File: src/rtl/bin2bcd_pkg.sv
// Shared types and helpers for the sequential binary-to-BCD converter.
package bin2bcd_pkg;

   // Converter phases: waiting for a word, iterating, holding a result.
   typedef enum logic [1:0] {
      IDLE  = 2'd0,
      SHIFT = 2'd1,
      DONE  = 2'd2
   } bcd_state_t;

   // Number of decimal digits required to print the largest magnitude a
   // word of the given width can carry. Signed words reach 2^(w-1) because
   // the most negative value converts to its exact magnitude.
   function automatic int bcd_digits_needed(input int bin_w, input int signed_mode);
      longint unsigned maxVal;
      int              digitCount;
      if (signed_mode != 0) begin
         maxVal = 64'd1 << (bin_w - 1);
      end else begin
         maxVal = (64'd1 << bin_w) - 64'd1;
      end
      digitCount = 1;
      while (maxVal >= 64'd10) begin
         maxVal     = maxVal / 64'd10;
         digitCount = digitCount + 1;
      end
      return digitCount;
   endfunction

   // Double-dabble correction: a digit of 5 or more would overflow past 9
   // after the next doubling, so bias it by 3 first. Carry-out cannot occur
   // because legal digits stay in 0..9 (max 9+3 = 12).
   function automatic logic [3:0] add3(input logic [3:0] nibble);
      return (nibble >= 4'd5) ? (nibble + 4'd3) : nibble;
   endfunction

endpackage

File: src/rtl/bcd_dabble_step.sv
// One combinational shift-and-add-3 iteration over a packed BCD accumulator.
module bcd_dabble_step
   import bin2bcd_pkg::*;
#(
   parameter int DIGITS = 4
) (
   input  logic [4*DIGITS-1:0] acc_i,
   input  logic                bit_i,
   output logic [4*DIGITS-1:0] acc_o
);

   logic [4*DIGITS-1:0] adjusted;

   for (genvar g = 0; g < DIGITS; g++) begin : gDigit
      assign adjusted[4*g +: 4] = add3(acc_i[4*g +: 4]);
   end

   // The top digit's MSB falls off: with a legal DIGITS it is always zero.
   assign acc_o = {adjusted[4*DIGITS-2:0], bit_i};

endmodule

File: src/rtl/bin2bcd_seq.sv
// Iterative binary-to-BCD converter with sign-magnitude output and
// valid/ready handshakes on the input and output sides.
module bin2bcd_seq
   import bin2bcd_pkg::*;
#(
   parameter int BIN_W  = 11,
   parameter int DIGITS = 4,
   parameter int SIGNED = 1
) (
   input  logic                clk,
   input  logic                rst_n,
   input  logic                bin_vld,
   output logic                bin_rdy,
   input  logic [BIN_W-1:0]    bin,
   output logic                bcd_vld,
   input  logic                bcd_rdy,
   output logic [4*DIGITS-1:0] bcd,
   output logic                bcd_sign,
   output logic                busy
);

   localparam int BCD_W = 4 * DIGITS;
   localparam int CNT_W = $clog2(BIN_W);
   localparam logic [CNT_W-1:0] LAST_ITER = CNT_W'(BIN_W - 1);

   // Refuse to build configurations that cannot represent every result.
   if (BIN_W < 2 || BIN_W > 32) begin : gBadWidth
      $error("bin2bcd_seq: BIN_W=%0d outside 2..32", BIN_W);
   end
   if (DIGITS < bcd_digits_needed(BIN_W, SIGNED)) begin : gBadDigits
      $error("bin2bcd_seq: DIGITS=%0d too small, need %0d",
             DIGITS, bcd_digits_needed(BIN_W, SIGNED));
   end

   bcd_state_t          state_q;
   logic [BIN_W-1:0]    mag_q;
   logic [BCD_W-1:0]    acc_q;
   logic [CNT_W-1:0]    cnt_q;
   logic                sign_q;
   logic [BCD_W-1:0]    bcd_q;
   logic                bcdSign_q;
   logic                bcdVld_q;
   logic                busy_q;

   logic                accept;
   logic                binNeg;
   logic [BIN_W-1:0]    binMag;
   logic [BCD_W-1:0]    accNext;

   // Ready in IDLE, or in DONE exactly when the held result is being taken,
   // which lets a new word enter on the same edge the old one leaves.
   assign bin_rdy = (state_q == IDLE) || ((state_q == DONE) && bcd_rdy);
   assign accept  = bin_vld && bin_rdy;

   // Magnitude in BIN_W unsigned bits: negating the most negative value
   // wraps to itself, which read unsigned is exactly its magnitude.
   assign binNeg = (SIGNED != 0) && bin[BIN_W-1];
   assign binMag = binNeg ? (~bin + {{(BIN_W-1){1'b0}}, 1'b1}) : bin;

   bcd_dabble_step #(
      .DIGITS (DIGITS)
   ) uStep (
      .acc_i (acc_q),
      .bit_i (mag_q[BIN_W-1]),
      .acc_o (accNext)
   );

   // Controller: sequences accept, BIN_W iterations and the result hold.
   // A word accepted in IDLE or DONE overrides the per-state transition.
   always_ff @(posedge clk or negedge rst_n) begin
      if (!rst_n) begin
         state_q   <= IDLE;
         mag_q     <= '0;
         acc_q     <= '0;
         cnt_q     <= '0;
         sign_q    <= 1'b0;
         bcd_q     <= '0;
         bcdSign_q <= 1'b0;
         bcdVld_q  <= 1'b0;
         busy_q    <= 1'b0;
      end else begin
         case (state_q)
            IDLE: begin
               state_q <= IDLE;
            end
            SHIFT: begin
               acc_q <= accNext;
               mag_q <= {mag_q[BIN_W-2:0], 1'b0};
               cnt_q <= cnt_q + 1'b1;
               if (cnt_q == LAST_ITER) begin
                  state_q   <= DONE;
                  bcd_q     <= accNext;
                  bcdSign_q <= sign_q;
                  bcdVld_q  <= 1'b1;
                  busy_q    <= 1'b0;
               end
            end
            DONE: begin
               if (bcd_rdy) begin
                  bcdVld_q <= 1'b0;
                  state_q  <= IDLE;
               end
            end
            default: begin
               state_q  <= IDLE;
               bcdVld_q <= 1'b0;
               busy_q   <= 1'b0;
            end
         endcase

         if (accept) begin
            state_q <= SHIFT;
            mag_q   <= binMag;
            sign_q  <= binNeg;
            acc_q   <= '0;
            cnt_q   <= '0;
            busy_q  <= 1'b1;
         end
      end
   end

   assign bcd      = bcd_q;
   assign bcd_sign = bcdSign_q;
   assign bcd_vld  = bcdVld_q;
   assign busy     = busy_q;

endmodule

File: config.mk
export PLATFORM = sky130hd
export DESIGN_NAME = bin2bcd_seq
export DESIGN_NICKNAME = d
export VERILOG_FILES = /design/src/rtl/bin2bcd_pkg.sv /design/src/rtl/bcd_dabble_step.sv /design/src/rtl/bin2bcd_seq.sv
export SDC_FILE = /design/constraint.sdc
export NUM_CORES = 1
export LEC_CHECK = 0
export CORE_ASPECT_RATIO = 0.5
export CORE_MARGIN = 1.5
export CORE_UTILIZATION = 45
export CTS_CLUSTER_SIZE = 12
export DETAILED_ROUTE_END_ITERATION = 7
export GPL_ROUTABILITY_DRIVEN = 0
export GPL_TIMING_DRIVEN = 0
export HOLD_SLACK_MARGIN = 0.02
export PLACE_DENSITY = 0.81
export SYNTH_ARGS = -nofsm -noshare
export SYNTH_HDL_FRONTEND = slang
export SYNTH_SLANG_ARGS = --single-unit
export TNS_END_PERCENT = 1
File: constraint.sdc
create_clock -name clk -period 1.8 [get_ports clk]
set_clock_uncertainty 0.15 [all_clocks]
set_input_delay 0.27 -clock clk [delete_from_list [all_inputs] [get_ports clk]]
set_output_delay 0.27 -clock clk [all_outputs]
set_load 0.01 [all_outputs]
# After elaboration in Yosys (flattened, before gate mapping)
# Index checks and enable logic that the tools add are counted.
dict set report totals {
  register_bits 53
  input_bits 15
  output_inout_bits 20
  elab_cells 60
}
dict set report op_classes {
  addsub 6
  n_lt_le_gt_ge 4
  n_eq_ne 8
  muxes 21
  bitwise 2
  n_reduce_logical 10
}
# cell count
set op_table {}
lappend op_table {{2-to-1 mux 11 bit} 3}
lappend op_table {{2-to-1 mux 16 bit} 2}
lappend op_table {{2-to-1 mux 4 bit} 5}
lappend op_table {{>= comparator 4 x 3 -> 1 bit, second input constant} 4}
lappend op_table {{adder 4 x 2 -> 4 bit, second input constant} 3}
lappend op_table {{adder 11 x 1 -> 11 bit, second input constant} 1}
lappend op_table {{inverter 11 bit} 1}
lappend op_table {{2-to-1 mux 2 bit} 3}
lappend op_table {{inequality test 3 bit, second input constant} 2}
lappend op_table {{AND reduction 2 bit} 3}
lappend op_table {{adder 4 x 1 -> 4 bit, second input constant} 1}
lappend op_table {{== test 4 bit, second input constant} 1}
lappend op_table {{2-to-1 mux 1 bit} 4}
lappend op_table {{inequality test 2 bit, second input constant} 2}
lappend op_table {{case mux 2 bit (2 select lines)} 1}
lappend op_table {{adder 3 x 2 -> 3 bit, second input constant} 1}
lappend op_table {{2-to-1 mux 3 bit} 1}
lappend op_table {{case mux 1 bit (3 select lines)} 1}
lappend op_table {{AND reduction 3 bit} 1}
lappend op_table {{== test 2 x 1 -> 1 bit, second input constant} 1}
lappend op_table {{== test 2 bit, second input constant} 1}
lappend op_table {{logical AND 1 bit} 2}
lappend op_table {{zero test 2 bit} 1}
lappend op_table {{inequality test 2 x 1 -> 1 bit, second input constant} 1}
lappend op_table {{other kinds (5)} 5}

# Logic depth before layout (Yosys ltp)
# Gate-level depths: netlist (run 1).
dict set report depth {
  depth_word 6
  mapped_depth 8
  depth_no_buf 6
}

# Cells and area by module
# Synthesis (run 1) repeated with hierarchy kept, for this count alone.
dict set report hier_totals {
  hier_cells 285
  area_unflattened_um2 2798.9
}
# module instances cells_per_inst area_each_um2
set modules_own_cells {}
lappend modules_own_cells {bin2bcd_seq 1 224 2406.1}
lappend modules_own_cells {bcd_dabble_step 1 61 392.9}

# Worst setup path after synthesis (run 1)
# No wires, ideal clock.
dict set report synth_timing {
  path_kind {reg2reg}
  startpoint {register cnt_q[0]}
  endpoint {register bcd_q[10] (netlist: bcd[10])}
  t_arrival_ns 1.485
  required_time_ns 1.525
  slack_ns 0.039
  path_stages_with_launch 8
  path_buffers 2
  path_cell_list {dfrtp_1 > inv_1 > ha_1 > and3b_1 > and2_1 > buf_6 > buf_6 > mux2_4}
}
dict set report synth_via {
  elab_chain_len 2
}
# item line_no
set synth_rtl {}
lappend synth_rtl {{start, declared} bin2bcd_seq.sv:38} ;# logic [CNT_W-1:0] cnt_q;
lappend synth_rtl {{start signal, assigned} bin2bcd_seq.sv:89} ;# cnt_q <= cnt_q + 1'b1;
lappend synth_rtl {{== test 4 bit} bin2bcd_seq.sv:90} ;# if (cnt_q == LAST_ITER) begin
lappend synth_rtl {{AND reduction 2 bit (no line)} n/a}
lappend synth_rtl {{end signal, assigned} bin2bcd_seq.sv:92} ;# bcd_q <= accNext;
lappend synth_rtl {{end, declared} bin2bcd_seq.sv:40} ;# logic [BCD_W-1:0] bcd_q;
# No other way between the ends.
# A chain may end at the register's enable or synchronous reset.

# Final worst setup path (run 1)
dict set report layout_timing {
  startpoint {register cnt_q[0]}
  endpoint {register bcd_q[14] (netlist: bcd[14])}
}
# Same word-level chain as after synthesis.

==> qor.csv, run 1 <==
metric;value;unit
status;completed;
dieWidth;113;µm
grt_pass1_vias;2083;
io_pins;35;
netlist_area;0.00271;mm²
drc_errors;0;
final_cell_mix;dfrtp_1 (53), clkdlybuf4s50_1 (32), o21ai_0 (26), a21oi_1 (22), nor2_1 (18);
yosys_warnings;0;
post-route-util;60.2;%
layout_commonest_cell;dfrtp_1;
postRouteAntennaNets;0;
yosysTopAreaCellShare;48.9;%
viasPerCell;5.63;
drv_cap;0;
dieHeight;57.9;µm
yosysTopAreaCell;dfrtp_1;
htreeDepth;2;
period_share;99.7;%
cp.arrival;1820;ps
p_leak;1.49;nW
synth_fp_nets;289;
yosys-top-cells-area;dfrtp_1 (49%), ha_1 (5.1%), a21oi_1 (4.8%);
multiInputGateArea;0.00131;mm²
synthCells;263;
num_vias;2144;
dpl_cell_area;0.00316;mm²
hp-class;primary input to asynchronous set/reset pin;
fillerInstances;482;
synth-edff-count;0;
grt_max_degree;34;
cts_made_buffers;5;
required;1830;ps
synth_ff_type;dfrtp_1;
ys_types;38;
critPathSlowestCell;dfrtp_1;
async_flop_share;100;%
coreArea;0.00563;mm²
hold_violations;0;
timing.final.ws_setup;4.64;ps
tightest_slew;499;ps
holdWs;318;ps
ys_ff_latch;53;
rsz0062_at_grt;true;
hpwl;4.25;mm
start_util;48.1;%
drt-initial-drc-count;78;
dieArea;0.00653;mm²
antenna_found_initial;0;
dp_slack;-261;ps
cts_tree;done;
crit_chain;inv_1, ha_2, and3b_2, and2_4, buf_12, mux2_4;
p_per_area;1700;mW/mm²
cts-root-buf;clkbuf_16;
buffer_ports.inserted;34;
period_minus_slack;1800;ps
max_freq;557;MHz
fin_setup_tns;0;ps
grt_pass1_wl;9.56;mm
finalSetupViolations;0;
avgSynthCellArea;10.3;µm²
clock_sinks;53;
regArea;0.00133;mm²
crit_fanout;8;
wire_per_inst;15.9;µm
grt_overflow;0;
num_rows;19;
insertedDiodeCount;0;
slew_headroom;66.7;%
drv_slew;0;
finalInstanceArea;0.00339;mm²
routed_wirelength;6.05;mm
ir_worst_vdd;604;µV
clockBufferDepth;2;
clkSlewWorstSetupHoldPaths;70;ps
grtUsageTotal;19.0;%
end_kind;register;
cp_slowest_stage_delay;420;ps
worstSetupPathType;register to register;
first_pass_iters;4;
final_nets;334;
clk_latency;290;ps
area_delta_synth_final;25.1;%
seq_area_frac_synth;48.9;%
drive_gt1_share;13.0;%
start_kind;register;
critical path, delay by kind of cell (launching register included):
kind	cells	cell delay (ps)
adders and majority gates	1	160
buffers and inverters	2	230
muxes	1	290
and+or+nand+nor	2	430
DFF	1	420
metal layers:
| layer | vias to the layer above | GRT usage, % | wire [µm] |
|---|---|---|---|
| li1 | 1018 | - | - |
| met1 | 1055 | 24.0 | 2650 |
| met2 | 59 | 32.2 | 2950 |
| met3 | 12 | 5.33 | 342 |
| met4 | 0 | 6.69 | 112 |
| met5 | - | 0 | 0 |
where the power goes:
group,switching (mW),internal [mW],total [mW]
Sequential,0.437,1.72,2.15
Clock,0.409,0.547,0.956
Combinational,1.32,1.33,2.65
Total,2.17,3.59,5.76
cells in the mapped netlist, drive strengths merged (4+ instances only):
library cell  instances
a21oi                26
a22o                  8
a22oi                 4
buf                   7
dfrtp                53
ha                   11
inv                  14
mux2                 10
mux2i                 9
nand2                15
nand2b                6
nand3                 7
nor2                 18
nor3                  6
nor3b                 7
o21ai                27
xnor2                10
registers in the layout, indices dropped and copies added (netlist names):
name and cells:
bcd_vld 1, cnt_q 4, acc_q 16, sign_q 1
bcd 16, state_q 2, bcd_sign 1, busy 1
mag_q 11
cell families (layout without fill, tap and decap cells):
kind of cell    count (synthesis)  count (layout)  share of synthesized area, %
fa+ha+maj                      11              11                          5.07
compound gates                 75              75                          16.4
flops                          53              53                          48.9
mux                            19              19                          8.16
xor+xnor                       13              13                          4.20
simple gates                   68              68                          13.1
buf+inv                        24              69                          4.24
metrics by stage:
step	power [mW]	instances
finish	5.76	381
global route	6.21	381
CTS	5.67	379
detailed placement	4.71	371
global placement	4.53	370
floorplan	3.77	263
what timing repair did:
action / in CTS / in global routing
cloned: 0 / 1
setup buffers: 0 / 2
pin swaps: 1 / 0
endpoints found under the setup margin: 10 / 38
endpoints found under the hold margin: 20 / 0
resized for setup: 6 / 11
hold buffers: 1 / 0
final cells by class:
| type | count | area share, % |
|---|---|---|
| Buffer | 9 | 1.84 |
| Clock buffer | 7 | 4.20 |
| Inverter | 14 | 1.55 |
| Multi-Input combinational cell | 186 | 38.7 |
| Sequential cell | 53 | 39.1 |
| Tap cell | 73 | 2.69 |
| Timing Repair Buffer | 39 | 11.9 |
worst paths after layout:
kind	cells past startpoint	to	slack [ps]	start
setup reg to reg	6	bcd[14]$_DFFE_PN0P_	5	cnt_q[0]$_DFFE_PN0P_
max in group asynchronous	3	acc_q[14]$_DFFE_PN0P_	640	rst_n
min in group clk	2	busy$_DFFE_PN0P_	340	busy$_DFFE_PN0P_
hold reg to reg	2	busy$_DFFE_PN0P_	340	busy$_DFFE_PN0P_
setup / recovery	6	bcd[14]$_DFFE_PN0P_	5	cnt_q[0]$_DFFE_PN0P_
hold / removal	2	sign_q$_DFFE_PN0N_	320	rst_n
Power figures use the tool's default switching activity.
==> inputs of run 2 (changes only) <==
--- a/config.mk
+++ b/config.mk
@@ -13,7 +13,7 @@
 export GPL_ROUTABILITY_DRIVEN = 0
 export GPL_TIMING_DRIVEN = 0
 export HOLD_SLACK_MARGIN = 0.02
-export PLACE_DENSITY = 0.81
+export PLACE_DENSITY = 0.78
 export SYNTH_ARGS = -nofsm -noshare
 export SYNTH_HDL_FRONTEND = slang
 export SYNTH_SLANG_ARGS = --single-unit
==> constraint.sdc (replaced) <==
create_clock -name clk -period 1.7 [get_ports clk]
set_clock_uncertainty 0.15 [all_clocks]
set_input_delay 0.255 -clock clk [delete_from_list [all_inputs] [get_ports clk]]
set_output_delay 0.255 -clock clk [all_outputs]
set_load 0.01 [all_outputs]
==> run 2 against run 1 <==
  * The run now ends with setup timing left
  * Non-clock buffer count is 6 higher
  * Sequential share of layout area is 2.2 points lower
  * Via count is 2.7% higher
  * Critical path depth stayed put
  * Sequential power is 7% higher
  * Global-route usage is 1.5 points higher
  * Flip-flop and latch count stayed put
  * Die area stayed put
  * Register-to-register slack hardly changed
  * Final area is 5.9% higher
  * Largest cell class is now multi-input combinational cells
  * Largest power group unchanged
  * Highest routed layer unchanged
==> qor.csv, run 2 (same netlist as run 1, synthesis figures left out) <==
metric;value;unit
required;1750;ps
critPathSlowestCell;clkdlybuf4s50_1;
htreeDepth;2;
drt-initial-drc-count;90;
drive_gt1_share;20.3;%
cp_slowest_stage_delay;460;ps
final_nets;340;
cts_made_buffers;5;
status;complete, but fails checks;
placedCellCount;371;
viasPerCell;5.67;
clockBufferDepth;2;
io_pins;35;
hp-class;register to register;
period_share;100;%
end_kind;register;
tightest_slew;635;ps
max_freq;586;MHz
start_util;48.1;%
critPathBufInv;2;
p_leak;1.56;nW
num_rows;19;
finalSetupViolations;3;
dieHeight;57.9;µm
final_cell_mix;dfrtp_1 (53), clkdlybuf4s50_1 (32), o21ai_0 (25), a21oi_1 (21), nor2_1 (18);
antenna_found_initial;0;
cts_tree;done;
hold_violations;0;
post-route-util;63.8;%
cp.arrival;1760;ps
grt_max_degree;28;
postRouteAntennaNets;0;
start_kind;primary input;
drv_cap;0;
drv_slew;0;
hpwl;4.18;mm
clock_sinks;53;
insertedDiodeCount;0;
ir_worst_vdd;763;µV
dieWidth;113;µm
num_vias;2201;
rsz0062_at_grt;true;
clkSlewWorstSetupHoldPaths;70;ps
crit_chain;clkdlybuf4s50_1, nand2b_1, a31oi_2, clkbuf_4, nand2_1, o21ai_0;
failed_checks;setup timing;
crit_fanout;10;
final_cells;388;
worstSetupPathType;primary input to register;
timing.final.ws_setup;-6.96;ps
layout_commonest_cell;dfrtp_1;
grt_pass1_vias;2286;
routed_wirelength;6.33;mm
crit_family;buffers and inverters;
cts-root-buf;clkbuf_16;
wire_per_inst;16.3;µm
area_delta_synth_final;32.4;%
first_pass_iters;4;
drc_errors;0;
slew_headroom;57.7;%
p_per_area;1840;mW/mm²
grtUsageTotal;20.5;%
grt_pass1_wl;10.4;mm
period_minus_slack;1710;ps
grt_overflow;0;
clk_latency;290;ps
buffer_ports.inserted;34;
coreArea;0.00563;mm²
dieArea;0.00653;mm²
==> run 2: cell types whose count changed in the layout (fill, tap and decap cells not counted), moves of 3 or more <==
cell / before / now
clkbuf_2: 0 / 3
inv_2: 1 / 4
buf_4: 4 / 9
mux2_2: 5 / 0
ha_4: 0 / 4
inv_1: 13 / 10
ha_1: 7 / 4
clkbuf_1: 4 / 0
mux2_4: 5 / 10
==> run 2: timing repair <==
item / CTS / global route
hold buffers: 1 / 0
cloned: 1 / 0
setup endpoints to repair: 37 / 44
hold endpoints to repair: 26 / 0
buffers inserted: 5 / 3
resized for setup: 24 / 26
pin swaps: 2 / 6
==> run 2: final cells by class <==
class	count	area (µm²)
fill	410	2040
clock buffer	7	153
multi-input combinational	186	1430
tap	73	91.3
inverter	14	52.6
clock inverter	1	5.00
buffer	9	72.6
timing repair buffer	45	465
sequential	53	1330
==> run 2: final timing paths <==
check                      depth (start not counted)              startpoint                    to  slack [ps]
max in group asynchronous                          3                   rst_n  acc_q[9]$_DFFE_PN0P_         450
setup / recovery                                   6                 bcd_rdy  cnt_q[0]$_DFFE_PN0P_          -7
hold / removal                                     2        busy$_DFFE_PN0P_      busy$_DFFE_PN0P_         340
min in group asynchronous                          2                   rst_n      busy$_DFFE_PN0P_         380
hold reg to reg                                    2        busy$_DFFE_PN0P_      busy$_DFFE_PN0P_         340
setup reg to reg                                   4  state_q[0]$_DFFE_PN0P_   bcd[10]$_DFFE_PN0P_           0
==> run 2: through the flow <==
step | hold slack (ps) | total power [mW] | setup slack (ps) | setup TNS (ps) | instance area [µm²]
after CTS | 339 | 6.23 | -42.3 | -238 | 3480
after global placement | 311 | 4.81 | -1320 | -76990 | 3150
after detailed placement | 156 | 4.97 | -316 | -9030 | 3160
after floorplan | -191 | 3.99 | -24.5 | -122 | 2720
after global routing | 379 | 7.09 | -98.5 | -1540 | 3590
final | 336 | 6.62 | -6.96 | -16.0 | 3590
==> run 2: metal layers <==
layer  track usage (%)  wire length, µm  vias to the layer above  share of wire [%]
met1              25.2             2750                     1108                 43
met2              36.2             3280                       45                 52
met5                 0                0                        -                  0
met3              4.92              219                        9                3.5
met4              7.59               89                        0                1.4
li1                  -                -                     1039                  -
==> run 2: report_power, final <==
group          internal, mW  total [mW]  leakage, nW  switching, mW
Clock                 0.624        1.07       0.0799          0.446
Sequential             1.82        2.29        0.656          0.471
Combinational          1.69        3.26        0.829           1.57
==> run 2: worst reg2reg max path, stage by stage, from the launching register on <==
cell,delay [ps]
dfrtp_1,480
nor2b_4,270
and2_4,240
buf_12,150
mux2_4,300
==> inputs of run 3 (changes only) <==
--- a/config.mk
+++ b/config.mk
@@ -14,6 +14,7 @@
 export GPL_TIMING_DRIVEN = 0
 export HOLD_SLACK_MARGIN = 0.02
 export PLACE_DENSITY = 0.78
+export SKIP_CTS_REPAIR_TIMING = 1
 export SYNTH_ARGS = -nofsm -noshare
 export SYNTH_HDL_FRONTEND = slang
 export SYNTH_SLANG_ARGS = --single-unit
==> run 3 against run 2 <==
  * The run still ends with setup timing left
  * Final area up 0.91%
  * Hold slack about the same
  * Register-to-register slack worse by 80 ps
  * Maximum frequency down 3.9%
  * Largest power group unchanged
==> qor.csv, run 3 (same netlist as run 1, synthesis figures left out) <==
metric;value;unit
status;complete, but fails checks;
failed_checks;setup timing;
dieArea;0.00653;mm²
drc_errors;0;
clock_sinks;53;
timing.final.ws_setup;-76.1;ps
required;1730;ps
htreeDepth;2;
routed.top_layer;met4;
finalSetupViolations;16;
clk_latency;300;ps
start_util;48.1;%
drv_slew;0;
post-route-util;64.3;%
wl_met3;250;µm
num_rows;19;
worstSetupPathType;register to register;
clockBufferDepth;2;
antenna_found_initial;0;
slew_headroom;57.1;%
rsz0062_at_grt;true;
p_leak;1.57;nW
grtUsageTotal;19.0;%
hp-class;register to register;
wl_met2;3.35;mm
drv_cap;0;
dieHeight;57.9;µm
max_freq;563;MHz
clkSlewWorstSetupHoldPaths;70;ps
start_kind;register;
grt_max_degree;28;
tightest_slew;644;ps
grt_overflow;0;
period_share;104;%
drive_gt1_share;22.5;%
postRouteAntennaNets;0;
first_pass_iters;4;
routed_wirelength;6.39;mm
viasPerCell;5.59;
p_per_area;1830;mW/mm²
io_pins;35;
cts_made_buffers;5;
met1_length;2.72;mm
drt-initial-drc-count;80;
dieWidth;113;µm
crit_fanout;5;
cp.arrival;1810;ps
period_minus_slack;1780;ps
wire_per_inst;16.5;µm
cts-root-buf;clkbuf_16;
coreArea;0.00563;mm²
end_kind;register;
num_vias;2168;
final_cell_mix;dfrtp_1 (51), clkdlybuf4s50_1 (32), o21ai_0 (25), a21oi_1 (19), nand2_1 (15);
final_nets;340;
area_delta_synth_final;33.6;%
grt_pass1_vias;2150;
layout_commonest_cell;dfrtp_1;
holdWs;336;ps
hpwl;4.18;mm
grt_pass1_wl;9.73;mm
hold_violations;0;
buffer_ports.inserted;34;
insertedDiodeCount;0;
ir_worst_vdd;749;µV
cts_tree;done;
## run 3: critical path: stages (launching register included)
cell,delay (ps)
dfrtp_1,390
inv_1,80
ha_2,160
and3b_2,190
and2_4,140
buf_8,120
buf_12,130
mux2_4,300
## run 3: metrics by stage
step	std cells	area (µm²)	power, mW	setup TNS, ps	setup slack (ps)
after floorplan	263	2720	3.99	-122	-24.5
after global placement	370	3150	4.81	-76990	-1320
after detailed placement	371	3160	4.97	-9030	-316
after CTS	379	3320	6.05	-2380	-361
after global routing	388	3620	7.05	-2780	-133
final	388	3620	6.62	-756	-76.1
## run 3: cell type report
class | instances | area [µm²]
Fill cell | 415 | 2010
Multi-Input combinational cell | 186 | 1440
Sequential cell | 53 | 1330
Timing Repair Buffer | 44 | 470
Clock buffer | 7 | 153
Tap cell | 73 | 91.3
Buffer | 10 | 82.6
Inverter | 14 | 52.6
Clock inverter | 1 | 5.00
## run 3: worst paths after layout
kind	cells after the start	slack (ps)	start	endpoint
min in group asynchronous	2	380	rst_n	busy$_DFFE_PN0P_
max reg2reg	7	-80	cnt_q[0]$_DFFE_PN0P_	bcd[10]$_DFFE_PN0P_
max	7	-80	cnt_q[0]$_DFFE_PN0P_	bcd[10]$_DFFE_PN0P_
max in group asynchronous	3	450	rst_n	state_q[0]$_DFFE_PN0P_
min reg2reg	2	340	busy$_DFFE_PN0P_	busy$_DFFE_PN0P_
min	2	340	busy$_DFFE_PN0P_	busy$_DFFE_PN0P_
## run 3: power by group
part / total (mW) / switching, mW / internal (mW)
logic: 3.23 / 1.56 / 1.67
registers: 2.31 / 0.488 / 1.82
clock network: 1.08 / 0.457 / 0.625
## run 3: per-layer routing
layer	vias up	global-route usage [%]
li1	1031	-
met5	-	0
met4	0	7.96
met3	9	3.45
met1	1084	23.4
met2	44	34.0
